**src/rtl/ram_bus_slave_pkg.sv**
```systemverilog
// Shared encodings, record types and small helpers for the RAM bus slave.
package ram_bus_slave_pkg;

  // Access size encodings carried on cmd_size
  localparam logic [1:0] SZ_BYTE = 2'd0;
  localparam logic [1:0] SZ_HALF = 2'd1;
  localparam logic [1:0] SZ_WORD = 2'd2;
  localparam logic [1:0] SZ_ILL  = 2'd3;

  // Depth of the response buffer behind the bypass stage
  localparam int RSP_DEPTH = 2;

  // Command attributes remembered for the cycle in which read data returns
  typedef struct packed {
    logic       we;
    logic [1:0] size;
    logic [1:0] off;
    logic       err;
  } s1_t;

  // One buffered response
  typedef struct packed {
    logic [31:0] rdata;
    logic        err;
  } rsp_t;

  // Illegal size or an address not aligned to the access size
  function automatic logic cmd_is_err(input logic [1:0] size, input logic [1:0] off);
    logic err;
    case (size)
      SZ_BYTE: err = 1'b0;
      SZ_HALF: err = off[0];
      SZ_WORD: err = (off != 2'b00);
      default: err = 1'b1;
    endcase
    return err;
  endfunction

  // Byte lanes touched by an access of the given size at the given offset
  function automatic logic [3:0] lane_mask(input logic [1:0] size, input logic [1:0] off);
    logic [3:0] m;
    case (size)
      SZ_BYTE: m = 4'b0001 << off;
      SZ_HALF: m = 4'b0011 << off;
      default: m = 4'b1111;
    endcase
    return m;
  endfunction

  // Right-align the addressed lanes of a RAM word and zero-extend by size
  function automatic logic [31:0] read_align(input logic [31:0] dout,
                                             input logic [1:0]  size,
                                             input logic [1:0]  off);
    logic [31:0] sh;
    logic [31:0] r;
    sh = dout >> {off, 3'b000};
    case (size)
      SZ_BYTE: r = {24'h0, sh[7:0]};
      SZ_HALF: r = {16'h0, sh[15:0]};
      default: r = sh;
    endcase
    return r;
  endfunction

endpackage

```
**src/rtl/ram_bus_slave_rsp_fifo2.sv**
```systemverilog
// Two-entry in-order response buffer; simultaneous push and pop keep the count.
module rsp_fifo2
  import ram_bus_slave_pkg::*;
(
  input  logic       clk,
  input  logic       rst_n,
  input  logic       push,
  input  rsp_t       push_data,
  input  logic       pop,
  output logic [1:0] count,
  output rsp_t       head
);

  localparam logic [1:0] FULL = 2'(RSP_DEPTH);

  rsp_t       mem_q [RSP_DEPTH];
  logic       rd_ptr_q, rd_ptr_d;
  logic       wr_ptr_q, wr_ptr_d;
  logic [1:0] count_q, count_d;
  logic       do_push, do_pop;

  // Pointer and occupancy update; a push into a full buffer is only taken alongside a pop
  always_comb begin
    do_pop   = pop & (count_q != 2'd0);
    do_push  = push & ((count_q != FULL) | do_pop);
    wr_ptr_d = wr_ptr_q ^ do_push;
    rd_ptr_d = rd_ptr_q ^ do_pop;
    count_d  = count_q;
    if (do_push && !do_pop) begin
      count_d = count_q + 2'd1;
    end else if (do_pop && !do_push) begin
      count_d = count_q - 2'd1;
    end
  end

  // Control state, cleared asynchronously so buffered responses vanish on reset
  always_ff @(posedge clk or negedge rst_n) begin
    if (!rst_n) begin
      rd_ptr_q <= 1'b0;
      wr_ptr_q <= 1'b0;
      count_q  <= 2'd0;
    end else begin
      rd_ptr_q <= rd_ptr_d;
      wr_ptr_q <= wr_ptr_d;
      count_q  <= count_d;
    end
  end

  // Entry storage; contents are meaningless until counted, so no reset needed
  always_ff @(posedge clk) begin
    if (do_push) begin
      mem_q[wr_ptr_q] <= push_data;
    end
  end

  assign count = count_q;
  assign head  = mem_q[rd_ptr_q];

endmodule

```
**src/rtl/ram_bus_slave.sv**
```systemverilog
// Bus slave in front of a single-port 32-bit RAM: one cycle minimum latency,
// a bypass stage for the returning read data and a 2-entry response buffer.
module ram_bus_slave
  import ram_bus_slave_pkg::*;
#(
  parameter int ADDR_W = 14
) (
  input  logic              clk,
  input  logic              rst_n,
  input  logic              cmd_valid,
  output logic              cmd_ready,
  input  logic [31:0]       cmd_addr,
  input  logic              cmd_we,
  input  logic [1:0]        cmd_size,
  input  logic [31:0]       cmd_wdata,
  output logic              rsp_valid,
  input  logic              rsp_ready,
  output logic [31:0]       rsp_rdata,
  output logic              rsp_err,
  output logic              ram_en,
  output logic              ram_we,
  output logic [3:0]        ram_wem,
  output logic [ADDR_W-1:0] ram_addr,
  output logic [31:0]       ram_din,
  input  logic [31:0]       ram_dout
);

  logic       s1_valid_q, s1_valid_d;
  s1_t        s1_q, s1_d;
  logic [1:0] fifo_count;
  rsp_t       fifo_head;
  rsp_t       s1_rsp;
  rsp_t       rsp_sel;
  logic       fifo_push, fifo_pop;
  logic [1:0] occupancy;
  logic [1:0] cmd_off;
  logic       cmd_err;
  logic       accept;
  logic       legal;

  // High address bits are deliberately dropped: the RAM aliases across the bus space
  logic unused_addr_hi;
  assign unused_addr_hi = ^cmd_addr[31:ADDR_W+2];

  // Acceptance and RAM request; ready depends only on registered occupancy
  always_comb begin
    occupancy  = {1'b0, s1_valid_q} + fifo_count;
    cmd_ready  = rst_n & (occupancy < 2'd2);
    cmd_off    = cmd_addr[1:0];
    cmd_err    = cmd_is_err(cmd_size, cmd_off);
    accept     = cmd_valid & cmd_ready;
    legal      = accept & ~cmd_err;
    ram_en     = legal;
    ram_we     = legal & cmd_we;
    ram_wem    = (legal && cmd_we) ? lane_mask(cmd_size, cmd_off) : 4'b0000;
    ram_addr   = cmd_addr[ADDR_W+1:2];
    ram_din    = cmd_wdata << {cmd_off, 3'b000};
    s1_valid_d = accept;
    s1_d       = s1_q;
    if (accept) begin
      s1_d.we   = cmd_we;
      s1_d.size = cmd_size;
      s1_d.off  = cmd_off;
      s1_d.err  = cmd_err;
    end
  end

  // Stage s1 holds the accepted command for the cycle its RAM data appears
  always_ff @(posedge clk or negedge rst_n) begin
    if (!rst_n) begin
      s1_valid_q <= 1'b0;
      s1_q       <= '0;
    end else begin
      s1_valid_q <= s1_valid_d;
      s1_q       <= s1_d;
    end
  end

  // Response selection: buffered head first, else bypass of the s1 result
  always_comb begin
    s1_rsp.err   = s1_q.err;
    s1_rsp.rdata = (s1_q.we || s1_q.err) ? 32'h0 : read_align(ram_dout, s1_q.size, s1_q.off);
    rsp_valid    = s1_valid_q | (fifo_count != 2'd0);
    rsp_sel      = (fifo_count != 2'd0) ? fifo_head : s1_rsp;
    rsp_rdata    = rsp_valid ? rsp_sel.rdata : 32'h0;
    rsp_err      = rsp_valid & rsp_sel.err;
    fifo_pop     = rsp_ready & (fifo_count != 2'd0);
    // s1 is consumed directly only when nothing older is waiting ahead of it
    fifo_push    = s1_valid_q & ~(rsp_ready & (fifo_count == 2'd0));
  end

  rsp_fifo2 u_rsp_fifo2 (
    .clk       (clk),
    .rst_n     (rst_n),
    .push      (fifo_push),
    .push_data (s1_rsp),
    .pop       (fifo_pop),
    .count     (fifo_count),
    .head      (fifo_head)
  );

endmodule

```
**config.mk**
```make
export PLATFORM = sky130hd
export DESIGN_NAME = ram_bus_slave
export DESIGN_NICKNAME = d
export VERILOG_FILES = /design/src/rtl/ram_bus_slave_pkg.sv /design/src/rtl/ram_bus_slave_rsp_fifo2.sv /design/src/rtl/ram_bus_slave.sv
export SDC_FILE = /design/constraint.sdc
export NUM_CORES = 1
export LEC_CHECK = 0
export CAP_MARGIN = 20
export CORE_MARGIN = 1
export CORE_UTILIZATION = 35
export CTS_BUF_LIST = sky130_fd_sc_hd__clkbuf_8
export DETAILED_ROUTE_END_ITERATION = 6
export PLACE_DENSITY = 0.7
export SLEW_MARGIN = 20
export SYNTH_ARGS = -nofsm -noshare
export SYNTH_HDL_FRONTEND = slang
export SYNTH_SLANG_ARGS = --single-unit
```
**constraint.sdc**
```tcl
create_clock -name clk -period 2 [get_ports clk]
set_input_delay 0.2 -clock clk [delete_from_list [all_inputs] [get_ports clk]]
set_output_delay 0.2 -clock clk [all_outputs]
set_load 0.03 [all_outputs]
```
==> run_summary.xml, run 1 <==
<?xml version="1.0" encoding="UTF-8"?>
<metrics>
  <group name="outcome">
    <metric name="run_status" unit="">finished with violations</metric>
    <metric name="failed_checks" unit="">negative setup slack</metric>
  </group>
  <group name="finish">
    <metric name="design_area" unit="µm²">7380</metric>
    <metric name="post_route_cells_drive_above_1_share" unit="%">38.9</metric>
    <metric name="fin_util" unit="%">58.5</metric>
    <metric name="area.growth.synth_to_final" unit="%">63.2</metric>
    <metric name="n_antenna_cell" unit="">0</metric>
    <metric name="number_of_nets_at_the_end_of_the_flow" unit="">678</metric>
    <metric name="layout_cells_excl_fill" unit="">748</metric>
  </group>
  <group name="clock_tree">
    <metric name="worst_setup_hold_path_clk_slew" unit="ps">70</metric>
    <metric name="tritoncts_clock_tree" unit="">yes</metric>
    <metric name="clock_latency" unit="ps">350</metric>
    <metric name="cts_buffer_depth" unit="">2</metric>
    <metric name="cts_max_level" unit="">3</metric>
    <metric name="post_cts_hold_buffer_count" unit="">0</metric>
    <metric name="cts.root.buffer_cell" unit="">sky130_fd_sc_hd__clkbuf_8</metric>
    <metric name="inserted_clock_buffers" unit="">9</metric>
    <metric name="tritoncts_num_sinks" unit="">77</metric>
  </group>
  <group name="timing">
    <metric name="tightest_slew" unit="ps">705</metric>
    <metric name="part_of_the_cycle_the_worst_path_needs" unit="%">125</metric>
    <metric name="hold_ws" unit="ps">278</metric>
    <metric name="maxSlewHeadroom" unit="%">52.7</metric>
    <metric name="slew_viol_final" unit="">0</metric>
    <metric name="fin_tns_setup" unit="ps">-5790</metric>
    <metric name="period_needed" unit="ps">2510</metric>
    <metric name="max_freq" unit="MHz">399</metric>
    <metric name="finalHoldViolations" unit="">0</metric>
    <metric name="final_critical_path_setup_slack" unit="ps">-509</metric>
    <metric name="timing.clock.skew" unit="ps">9.21</metric>
    <metric name="grt_setup_unrepaired" unit="">true</metric>
    <metric name="final-setup-viol-count" unit="">33</metric>
  </group>
  <group name="synthesis">
    <metric name="ys_ff_latch" unit="">77</metric>
    <metric name="syn_nets" unit="">505</metric>
    <metric name="synth-main-ff-cell" unit="">sky130_fd_sc_hd__edfxtp_1</metric>
    <metric name="synth_async_sr_flop_share" unit="%">14.3</metric>
    <metric name="synthesis.yosys.warnings" unit="">0</metric>
    <metric name="top_cell_types_by_occurrence_after_synthesis" unit="">sky130_fd_sc_hd__mux2i_1 (72), sky130_fd_sc_hd__edfxtp_1 (66), sky130_fd_sc_hd__nor2_1 (49)</metric>
    <metric name="ys_seq_area_share" unit="%">49.9</metric>
    <metric name="synthDominantAreaCellType" unit="">sky130_fd_sc_hd__edfxtp_1</metric>
    <metric name="synth-edff-count" unit="">66</metric>
    <metric name="top_area_cells_in_the_synthesized_netlist" unit="">sky130_fd_sc_hd__edfxtp_1 (44%), sky130_fd_sc_hd__mux2i_1 (16%), sky130_fd_sc_hd__dfrtp_1 (6.1%)</metric>
    <metric name="synth_cell_type_count" unit="">35</metric>
    <metric name="yosysMostFrequentCell" unit="">sky130_fd_sc_hd__mux2i_1</metric>
    <metric name="synth.top_cell.area_share" unit="%">43.8</metric>
    <metric name="netlist_instances" unit="">399</metric>
    <metric name="mean_syn_cell_area" unit="µm²">11.3</metric>
    <metric name="syn-cell-area" unit="µm²">4520</metric>
  </group>
  <group name="global_route">
    <metric name="global_route.overflow_total" unit="">0</metric>
    <metric name="grt_use_total" unit="%">20.0</metric>
    <metric name="vias_in_the_first_global_route" unit="">3841</metric>
    <metric name="antenna_violations_before_repair" unit="">0</metric>
    <metric name="grt_first_pass_wirelength" unit="µm">20000</metric>
    <metric name="maximum_number_of_pins_on_one_net_before_global_route_repair" unit="">35</metric>
  </group>
  <group name="critical_path">
    <metric name="critical_path.max_fanout" unit="">8</metric>
    <metric name="cp_data_required_time" unit="ps">1800</metric>
    <metric name="critical_path.startpoint" unit="">s1_q[2]</metric>
    <metric name="worst_r2r_startpoint" unit="">s1_q[2]</metric>
    <metric name="end_kind" unit="">output port</metric>
    <metric name="start_kind" unit="">flop</metric>
    <metric name="data_arrival_time_of_the_critical_path" unit="ps">2310</metric>
    <metric name="timing_worst_setup_path_type" unit="">flop to output port</metric>
  </group>
  <group name="power">
    <metric name="power.density_cell_area" unit="nW/µm²">1390</metric>
    <metric name="peakVddDrop" unit="µV">465</metric>
    <metric name="total_power" unit="mW">10.3</metric>
    <metric name="power.static_leakage" unit="nW">2.94</metric>
  </group>
  <group name="route">
    <metric name="drt-initial-drc-count" unit="">196</metric>
    <metric name="drt_wl_total" unit="µm">13700</metric>
    <metric name="routedWlPerCell" unit="µm">18.3</metric>
    <metric name="vias" unit="">3910</metric>
    <metric name="vias_per_cell" unit="">5.23</metric>
    <metric name="drt_pass1_iterations" unit="">4</metric>
    <metric name="drc_errors" unit="">0</metric>
    <metric name="antenna_viol_nets_final" unit="">0</metric>
  </group>
  <group name="worst_hold_path">
    <metric name="worst_hold_path_type" unit="">input port to async pin</metric>
  </group>
  <group name="placement">
    <metric name="post-dp-hpwl" unit="µm">9270</metric>
    <metric name="numPortBuffers" unit="">145</metric>
    <metric name="detailedPlace.worstSlack" unit="ps">-177</metric>
    <metric name="gp_routability_congestion" unit="">0.840</metric>
    <metric name="postPlaceCellArea" unit="µm²">6500</metric>
    <metric name="placedCellCount" unit="">714</metric>
  </group>
  <group name="floorplan">
    <metric name="core_area" unit="µm²">12600</metric>
    <metric name="die_w" unit="µm">116</metric>
    <metric name="floorplan.initialDensity" unit="%">35.8</metric>
    <metric name="fp.dieArea" unit="µm²">13400</metric>
    <metric name="die_span_in_y" unit="µm">116</metric>
    <metric name="io_pins" unit="">190</metric>
    <metric name="std_cell_rows" unit="">41</metric>
  </group>
  <group name="job">
    <metric name="cap_violations" unit="">0</metric>
  </group>
</metrics>
path summary, 6_finish.rpt:
kind	to	slack, ps	cells after the start
worst max-delay path	rsp_rdata[19]	-510	5
worst min-delay path	s1_q[4]	280	2
worst max register to register	u_rsp_fifo2.mem_q[0][26]	350	6
worst min register to register	u_rsp_fifo2.rd_ptr_q	510	1
max in group asynchronous	s1_q[1]	1550	2
min in group clk	ram_addr[0]	400	0
logic make-up (layout without fill, tap and decap cells):
kind of cell | after synthesis | after routing | synth area share (%)
adder cells (fa/ha/maj) | 3 | 3 | 0.830
AND/OR/NAND/NOR | 99 | 99 | 10.5
multiplexers | 85 | 85 | 19.2
buffers and inverters | 49 | 226 | 5.48
flip-flops | 77 | 77 | 49.9
AO/OA/AOI/OAI | 80 | 80 | 12.9
XOR/XNOR | 6 | 6 | 1.16
cell type report:
| class | instances | area, µm² |
|---|---|---|
| Timing Repair Buffer | 208 | 2190 |
| Multi-Input combinational cell | 273 | 2500 |
| Fill cell | 982 | 5240 |
| Clock inverter | 6 | 80.1 |
| Sequential cell | 77 | 2260 |
| Clock buffer | 9 | 124 |
| Tap cell | 172 | 215 |
| Inverter | 3 | 11.3 |
power breakdown:
part           internal [mW]  switching [mW]
clock                  0.685           0.538
sequential              2.13           0.181
combinational           3.33            3.41
critical path, cell delays in order (launching register included):
cell	delay, ps
sky130_fd_sc_hd__dfrtp_1	390
sky130_fd_sc_hd__or4b_4	560
sky130_fd_sc_hd__or4b_4	520
sky130_fd_sc_hd__buf_12	180
sky130_fd_sc_hd__o22ai_4	170
sky130_fd_sc_hd__buf_12	140
timing repair:
item                       CTS  global route
hold endpoints to repair     0             0
pin swaps                    6            16
buffers inserted             9            11
setup endpoints to repair   40            39
cloned                       3             0
resized for setup           70            28
layout by cell type, fill, tap and decap left out, drive strengths merged:
cell and n:
clkdlybuf4s50 71, a21oi 12, o211a 1, buf 135, clkbuf 10, inv 4
dlygate4sd2 1, dfrtp 11, xnor2 3, nor2 49, nor3 4, or2 1
edfxtp 66, nor2b 13, o21a 2, xor2 3, and3 10, mux2 13
o2111ai 2, or4b 2, a211oi 9, o21ai 13, a22oi 1, nand3 1
mux2i 72, or3 1, nor3b 1, and2 8, clkinvlp 1, bufinv 2
o22ai 24, clkinv 2, nand2 9, a2bb2oi 8, ha 3, a31o 8
state kept, by name (all words and copies together) (netlist names):
signal	cells
u_rsp_fifo2.mem_q	66
s1_q	6
u_rsp_fifo2.count	2
s1_valid_q	1
u_rsp_fifo2.rd_ptr_q	1
u_rsp_fifo2.wr_ptr_q	1
metal layers:
layer	vias to the layer above	global-route usage [%]	routed length, µm
met4	0	8.46	299
met3	28	3.87	915
met5	-	0	0
met1	1869	22.8	5300
li1	1830	-	-
met2	183	36.4	7170
(Power assumes the default switching activity.)
==> inputs of run 2 (changes only) <==
Settings changed: CAP_MARGIN 20 to 5, SKIP_CTS_REPAIR_TIMING set to 1, SKIP_LAST_GASP set to 1.
==> run 2 against run 1 <==
The run still ends with negative setup slack left. First-iteration DRC count grew 0.51%. Fmax is essentially flat. Clock skew is essentially flat. Clock power is essentially flat. Sequential cell count is the same. Global-route usage shrank 1.5 points. Sequential power is essentially flat. Critical path type unchanged. Largest cell class unchanged.
==> run_summary.xml, run 2 (synthesis gave the netlist of run 1 again) <==
<?xml version="1.0" encoding="UTF-8"?>
<metrics>
  <group name="outcome">
    <metric name="run_status" unit="">finished with violations</metric>
    <metric name="failed_checks" unit="">negative setup slack</metric>
  </group>
  <group name="timing">
    <metric name="max_freq" unit="MHz">399</metric>
    <metric name="hold_ws" unit="ps">282</metric>
    <metric name="slew_viol_final" unit="">0</metric>
    <metric name="timing.clock.skew" unit="ps">9.16</metric>
    <metric name="final-setup-viol-count" unit="">31</metric>
    <metric name="finalHoldViolations" unit="">0</metric>
    <metric name="tightest_slew" unit="ps">682</metric>
    <metric name="period_needed" unit="ps">2510</metric>
    <metric name="part_of_the_cycle_the_worst_path_needs" unit="%">125</metric>
    <metric name="maxSlewHeadroom" unit="%">54.2</metric>
    <metric name="final_critical_path_setup_slack" unit="ps">-508</metric>
    <metric name="grt_setup_unrepaired" unit="">true</metric>
  </group>
  <group name="route">
    <metric name="drc_errors" unit="">0</metric>
    <metric name="drt-initial-drc-count" unit="">197</metric>
    <metric name="vias" unit="">3855</metric>
    <metric name="antenna_viol_nets_final" unit="">0</metric>
    <metric name="drt_wl_total" unit="µm">13200</metric>
    <metric name="routedWlPerCell" unit="µm">17.8</metric>
    <metric name="vias_per_cell" unit="">5.20</metric>
    <metric name="drt_pass1_iterations" unit="">5</metric>
  </group>
  <group name="clock_tree">
    <metric name="tritoncts_num_sinks" unit="">77</metric>
    <metric name="worst_setup_hold_path_clk_slew" unit="ps">70</metric>
    <metric name="cts_buffer_depth" unit="">2</metric>
    <metric name="cts_max_level" unit="">3</metric>
    <metric name="inserted_clock_buffers" unit="">9</metric>
    <metric name="cts.root.buffer_cell" unit="">sky130_fd_sc_hd__clkbuf_8</metric>
    <metric name="clock_latency" unit="ps">340</metric>
    <metric name="tritoncts_clock_tree" unit="">yes</metric>
  </group>
  <group name="global_route">
    <metric name="global_route.overflow_total" unit="">0</metric>
    <metric name="grt_use_total" unit="%">18.5</metric>
    <metric name="maximum_number_of_pins_on_one_net_before_global_route_repair" unit="">35</metric>
    <metric name="busiest_layer" unit="">met2</metric>
    <metric name="use_met1" unit="%">21.1</metric>
    <metric name="grt_first_pass_wirelength" unit="µm">18600</metric>
    <metric name="met3_usage" unit="%">3.82</metric>
    <metric name="grtUsageMet2" unit="%">33.8</metric>
    <metric name="vias_in_the_first_global_route" unit="">3641</metric>
    <metric name="antenna_violations_before_repair" unit="">0</metric>
  </group>
  <group name="critical_path">
    <metric name="reg2reg_depth" unit="">5</metric>
    <metric name="data_arrival_time_of_the_critical_path" unit="ps">2310</metric>
    <metric name="critical_path.startpoint" unit="">s1_q[2]</metric>
    <metric name="critical_path.max_fanout" unit="">8</metric>
    <metric name="worst_r2r_startpoint" unit="">s1_q[1]</metric>
    <metric name="timing_worst_setup_path_type" unit="">flop to output port</metric>
    <metric name="start_kind" unit="">flop</metric>
    <metric name="cp_data_required_time" unit="ps">1800</metric>
    <metric name="end_kind" unit="">output port</metric>
  </group>
  <group name="finish">
    <metric name="layout_common_cells" unit="">sky130_fd_sc_hd__buf_4 (93), sky130_fd_sc_hd__clkdlybuf4s50_1 (71), sky130_fd_sc_hd__mux2i_1 (68)</metric>
    <metric name="area.growth.synth_to_final" unit="%">57.9</metric>
    <metric name="area.sequential" unit="µm²">2260</metric>
    <metric name="fillers" unit="">1017</metric>
    <metric name="n_antenna_cell" unit="">0</metric>
    <metric name="number_of_nets_at_the_end_of_the_flow" unit="">672</metric>
    <metric name="layout.cells.most_common" unit="">sky130_fd_sc_hd__buf_4</metric>
    <metric name="top_register" unit="">u_rsp_fifo2.mem_q</metric>
    <metric name="largest_register_ff_count" unit="">66</metric>
    <metric name="multiInputGateArea" unit="µm²">2340</metric>
    <metric name="post_route_cells_drive_above_1_share" unit="%">36.5</metric>
  </group>
  <group name="floorplan">
    <metric name="io_pins" unit="">190</metric>
    <metric name="std_cell_rows" unit="">41</metric>
    <metric name="floorplan.initialDensity" unit="%">35.8</metric>
    <metric name="die_span_in_y" unit="µm">116</metric>
    <metric name="core_area" unit="µm²">12600</metric>
    <metric name="die_w" unit="µm">116</metric>
    <metric name="fp.dieArea" unit="µm²">13400</metric>
  </group>
  <group name="power">
    <metric name="power.density_cell_area" unit="nW/µm²">1370</metric>
    <metric name="peakVddDrop" unit="µV">450</metric>
    <metric name="power.static_leakage" unit="nW">2.87</metric>
    <metric name="total_power" unit="mW">9.80</metric>
  </group>
  <group name="job">
    <metric name="cap_violations" unit="">0</metric>
  </group>
  <group name="placement">
    <metric name="post-dp-hpwl" unit="µm">9270</metric>
    <metric name="gp_routability_congestion" unit="">0.840</metric>
    <metric name="numPortBuffers" unit="">145</metric>
  </group>
  <group name="worst_hold_path">
    <metric name="worst_hold_path_type" unit="">input port to async pin</metric>
  </group>
</metrics>
run 2: changes by cell type in the layout (fill, tap and decap cells not counted), sizes merged:
cell          change
buf               -8
dlymetal6s2s      +2
clkbuf            +1
dlygate4sd2       -1
run 2: area by class of cell:
type	count	area share, %
clock buffers	9	1.73
clock inverters	6	1.12
inverters	3	0.158
multi-input cells	273	32.8
flip-flops and latches	77	31.7
well taps	172	3.01
repair buffers	202	29.5
run 2: through the flow:
step	instances	utilization [%]	cell area (µm²)	TNS [ps]	setup slack (ps)
2_1_floorplan	399	-	4600	-1070	-133
3_5_place_dp	714	51.5	6500	-1370	-177
3_3_place_gp	714	51.5	6500	-865	-113
4_1_cts	729	53.1	6710	-9400	-558
5_1_grt	742	56.6	7140	-7790	-568
6_report	742	56.6	7140	-5540	-508
run 2: layer usage:
| metal | part of all wire (%) | wire length [µm] |
|---|---|---|
| met3 | 6.6 | 870 |
| met2 | 51 | 6810 |
| met1 | 39 | 5210 |
| met4 | 2.6 | 338 |
| met5 | 0 | 0 |
run 2: worst paths after layout:
kind | to | slack (ps)
setup / recovery | rsp_rdata[19] | -510
setup reg to reg | u_rsp_fifo2.mem_q[0][11] | 310
hold / removal | s1_q[4] | 280
min in group clk | ram_addr[0] | 400
max in group asynchronous | s1_q[1] | 1550
hold reg to reg | u_rsp_fifo2.rd_ptr_q | 510
run 2: worst max-delay path, cell delays in order (launching register included):
cell,delay [ps]
sky130_fd_sc_hd__dfrtp_1,400
sky130_fd_sc_hd__or4b_4,550
sky130_fd_sc_hd__or4b_4,530
sky130_fd_sc_hd__buf_12,180
sky130_fd_sc_hd__o22ai_4,170
sky130_fd_sc_hd__buf_12,140
run 2: power breakdown:
part | internal (mW) | total, mW | switching [mW]
logic | 3.03 | 6.25 | 3.21
clock network | 0.685 | 1.21 | 0.528
registers | 2.13 | 2.34 | 0.204
total | 5.85 | 9.80 | 3.95
==> inputs of run 3 (changes only) <==
Settings changed: CORE_UTILIZATION 35 to 40, PLACE_DENSITY 0.7 to 0.79.
==> run 3 against run 2 <==
The flow still finishes with violations (negative setup slack). Die area shrank 12%. Sequential share of layout area is 0.34 points lower. Routed wire length grew 7.4%. Highest routed layer unchanged.
==> run_summary.xml, run 3 (synthesis gave the netlist of run 1 again) <==
<?xml version="1.0" encoding="UTF-8"?>
<metrics>
  <group name="global_route">
    <metric name="antenna_violations_before_repair" unit="">0</metric>
    <metric name="grt_first_pass_wirelength" unit="µm">19200</metric>
    <metric name="grt_use_total" unit="%">21.5</metric>
    <metric name="maximum_number_of_pins_on_one_net_before_global_route_repair" unit="">35</metric>
    <metric name="vias_in_the_first_global_route" unit="">3795</metric>
    <metric name="global_route.overflow_total" unit="">0</metric>
  </group>
  <group name="critical_path">
    <metric name="start_kind" unit="">flop</metric>
    <metric name="data_arrival_time_of_the_critical_path" unit="ps">2300</metric>
    <metric name="cp_data_required_time" unit="ps">1800</metric>
    <metric name="critical_path.max_fanout" unit="">8</metric>
    <metric name="critical_path.cell_chain" unit="">or4b_4 -&gt; or4b_4 -&gt; buf_12 -&gt; o22ai_4 -&gt; buf_12</metric>
    <metric name="reg2reg_setup_slack" unit="ps">240</metric>
    <metric name="timing_worst_setup_path_type" unit="">flop to output port</metric>
    <metric name="worst_r2r_startpoint" unit="">u_rsp_fifo2.count[1]</metric>
    <metric name="end_kind" unit="">output port</metric>
    <metric name="critPathBufInv" unit="">2</metric>
    <metric name="crit_family" unit="">simple AND/OR/NAND/NOR gates</metric>
    <metric name="reg2reg_depth" unit="">5</metric>
    <metric name="r2r-end" unit="">u_rsp_fifo2.mem_q[1][30]</metric>
    <metric name="crit_path_max_incr_delay" unit="ps">540</metric>
    <metric name="cpMaxStageDelayCell" unit="">sky130_fd_sc_hd__or4b_4</metric>
  </group>
  <group name="timing">
    <metric name="tightest_slew" unit="ps">727</metric>
    <metric name="final_critical_path_setup_slack" unit="ps">-496</metric>
    <metric name="max_freq" unit="MHz">401</metric>
    <metric name="maxSlewHeadroom" unit="%">51.2</metric>
    <metric name="period_needed" unit="ps">2500</metric>
    <metric name="slew_viol_final" unit="">0</metric>
    <metric name="part_of_the_cycle_the_worst_path_needs" unit="%">125</metric>
    <metric name="finalHoldViolations" unit="">0</metric>
    <metric name="grt_setup_unrepaired" unit="">true</metric>
    <metric name="final-setup-viol-count" unit="">34</metric>
    <metric name="timing.clock.skew" unit="ps">14.4</metric>
  </group>
  <group name="clock_tree">
    <metric name="clock_latency" unit="ps">360</metric>
    <metric name="cts_buffer_depth" unit="">2</metric>
    <metric name="tritoncts_clock_tree" unit="">yes</metric>
    <metric name="worst_setup_hold_path_clk_slew" unit="ps">90</metric>
    <metric name="tritoncts_num_sinks" unit="">77</metric>
    <metric name="inserted_clock_buffers" unit="">9</metric>
    <metric name="cts.root.buffer_cell" unit="">sky130_fd_sc_hd__clkbuf_8</metric>
    <metric name="cts_max_level" unit="">3</metric>
  </group>
  <group name="floorplan">
    <metric name="core_area" unit="µm²">10900</metric>
    <metric name="io_pins" unit="">190</metric>
    <metric name="die_w" unit="µm">108</metric>
    <metric name="fp.dieArea" unit="µm²">11700</metric>
    <metric name="floorplan.initialDensity" unit="%">41.4</metric>
    <metric name="die_span_in_y" unit="µm">108</metric>
    <metric name="std_cell_rows" unit="">38</metric>
  </group>
  <group name="power">
    <metric name="peakVddDrop" unit="µV">852</metric>
    <metric name="power.density_cell_area" unit="nW/µm²">1420</metric>
    <metric name="power.static_leakage" unit="nW">2.87</metric>
  </group>
  <group name="finish">
    <metric name="area.growth.synth_to_final" unit="%">59.7</metric>
    <metric name="layout_common_cells" unit="">sky130_fd_sc_hd__buf_4 (84), sky130_fd_sc_hd__clkdlybuf4s50_1 (71), sky130_fd_sc_hd__mux2i_1 (67)</metric>
    <metric name="design_area" unit="µm²">7220</metric>
    <metric name="top_register" unit="">u_rsp_fifo2.mem_q</metric>
    <metric name="n_antenna_cell" unit="">0</metric>
    <metric name="largest_register_ff_count" unit="">66</metric>
    <metric name="post_route_cells_drive_above_1_share" unit="%">38.5</metric>
    <metric name="number_of_nets_at_the_end_of_the_flow" unit="">670</metric>
    <metric name="layout.cells.most_common" unit="">sky130_fd_sc_hd__buf_4</metric>
  </group>
  <group name="outcome">
    <metric name="failed_checks" unit="">negative setup slack</metric>
    <metric name="run_status" unit="">finished with violations</metric>
  </group>
  <group name="route">
    <metric name="routedWlPerCell" unit="µm">20.0</metric>
    <metric name="vias_per_cell" unit="">5.57</metric>
    <metric name="drt_pass1_iterations" unit="">5</metric>
    <metric name="vias" unit="">3947</metric>
    <metric name="drt-initial-drc-count" unit="">234</metric>
    <metric name="drc_errors" unit="">0</metric>
    <metric name="antenna_viol_nets_final" unit="">0</metric>
    <metric name="drt_wl_total" unit="µm">14200</metric>
  </group>
  <group name="placement">
    <metric name="numPortBuffers" unit="">145</metric>
    <metric name="postPlaceCellArea" unit="µm²">6360</metric>
    <metric name="post-dp-hpwl" unit="µm">9120</metric>
    <metric name="gp_routability_congestion" unit="">0.834</metric>
    <metric name="detailedPlace.worstSlack" unit="ps">-173</metric>
  </group>
  <group name="job">
    <metric name="cap_violations" unit="">0</metric>
  </group>
  <group name="worst_hold_path">
    <metric name="worst_hold_path_type" unit="">input port to async pin</metric>
  </group>
</metrics>
## run 3: area by class of cell
cell class | instances | area, µm²
Clock inverter | 7 | 67.6
Inverter | 3 | 11.3
Sequential cell | 77 | 2260
Multi-Input combinational cell | 273 | 2500
Fill cell | 759 | 3720
Tap cell | 140 | 175
Clock buffer | 9 | 124
Timing Repair Buffer | 200 | 2080
## run 3: through the flow
step / std cells / power (mW) / TNS (ps) / hold slack [ps] / utilization [%]
finish: 709 / 10.3 / -6850 / 266 / 66.0
global route: 709 / 10.6 / -8640 / 288 / 66.0
global placement: 677 / 7.60 / -828 / 400 / 58.2
CTS: 693 / 8.84 / -9620 / 174 / 59.9
floorplan: 399 / 5.47 / -1070 / -95.6 / -
detailed placement: 677 / 7.71 / -1260 / 400 / 58.2
## run 3: worst max path at each step
stage | slack (ps) | depth (start not counted) | endpoint | from
3_3_place_gp | -110 | 5 | rsp_rdata[21] | s1_q[2]
6_report | -500 | 5 | rsp_rdata[20] | s1_q[2]
2_1_floorplan | -130 | 5 | rsp_rdata[16] | s1_q[5]
3_5_place_dp | -170 | 5 | rsp_rdata[22] | s1_q[2]
4_1_cts | -570 | 5 | rsp_rdata[22] | s1_q[2]
5_1_grt | -540 | 5 | rsp_rdata[18] | s1_q[2]
## run 3: power by group
group / leakage (nW) / total (mW) / internal (mW) / switching [mW]
sequential: 0.731 / 2.30 / 2.13 / 0.170
combinational: 2.05 / 6.81 / 3.28 / 3.52
clock: 0.0964 / 1.15 / 0.569 / 0.579
total: 2.87 / 10.3 / 5.99 / 4.27
## run 3: metal layers
layer | up-vias | wire length (µm) | GRT usage (%)
li1 | 1806 | - | -
met1 | 1917 | 5310 | 25.9
met2 | 200 | 7600 | 38.3
met3 | 24 | 966 | 3.50
met4 | 0 | 329 | 8.69
met5 | - | 0 | 0
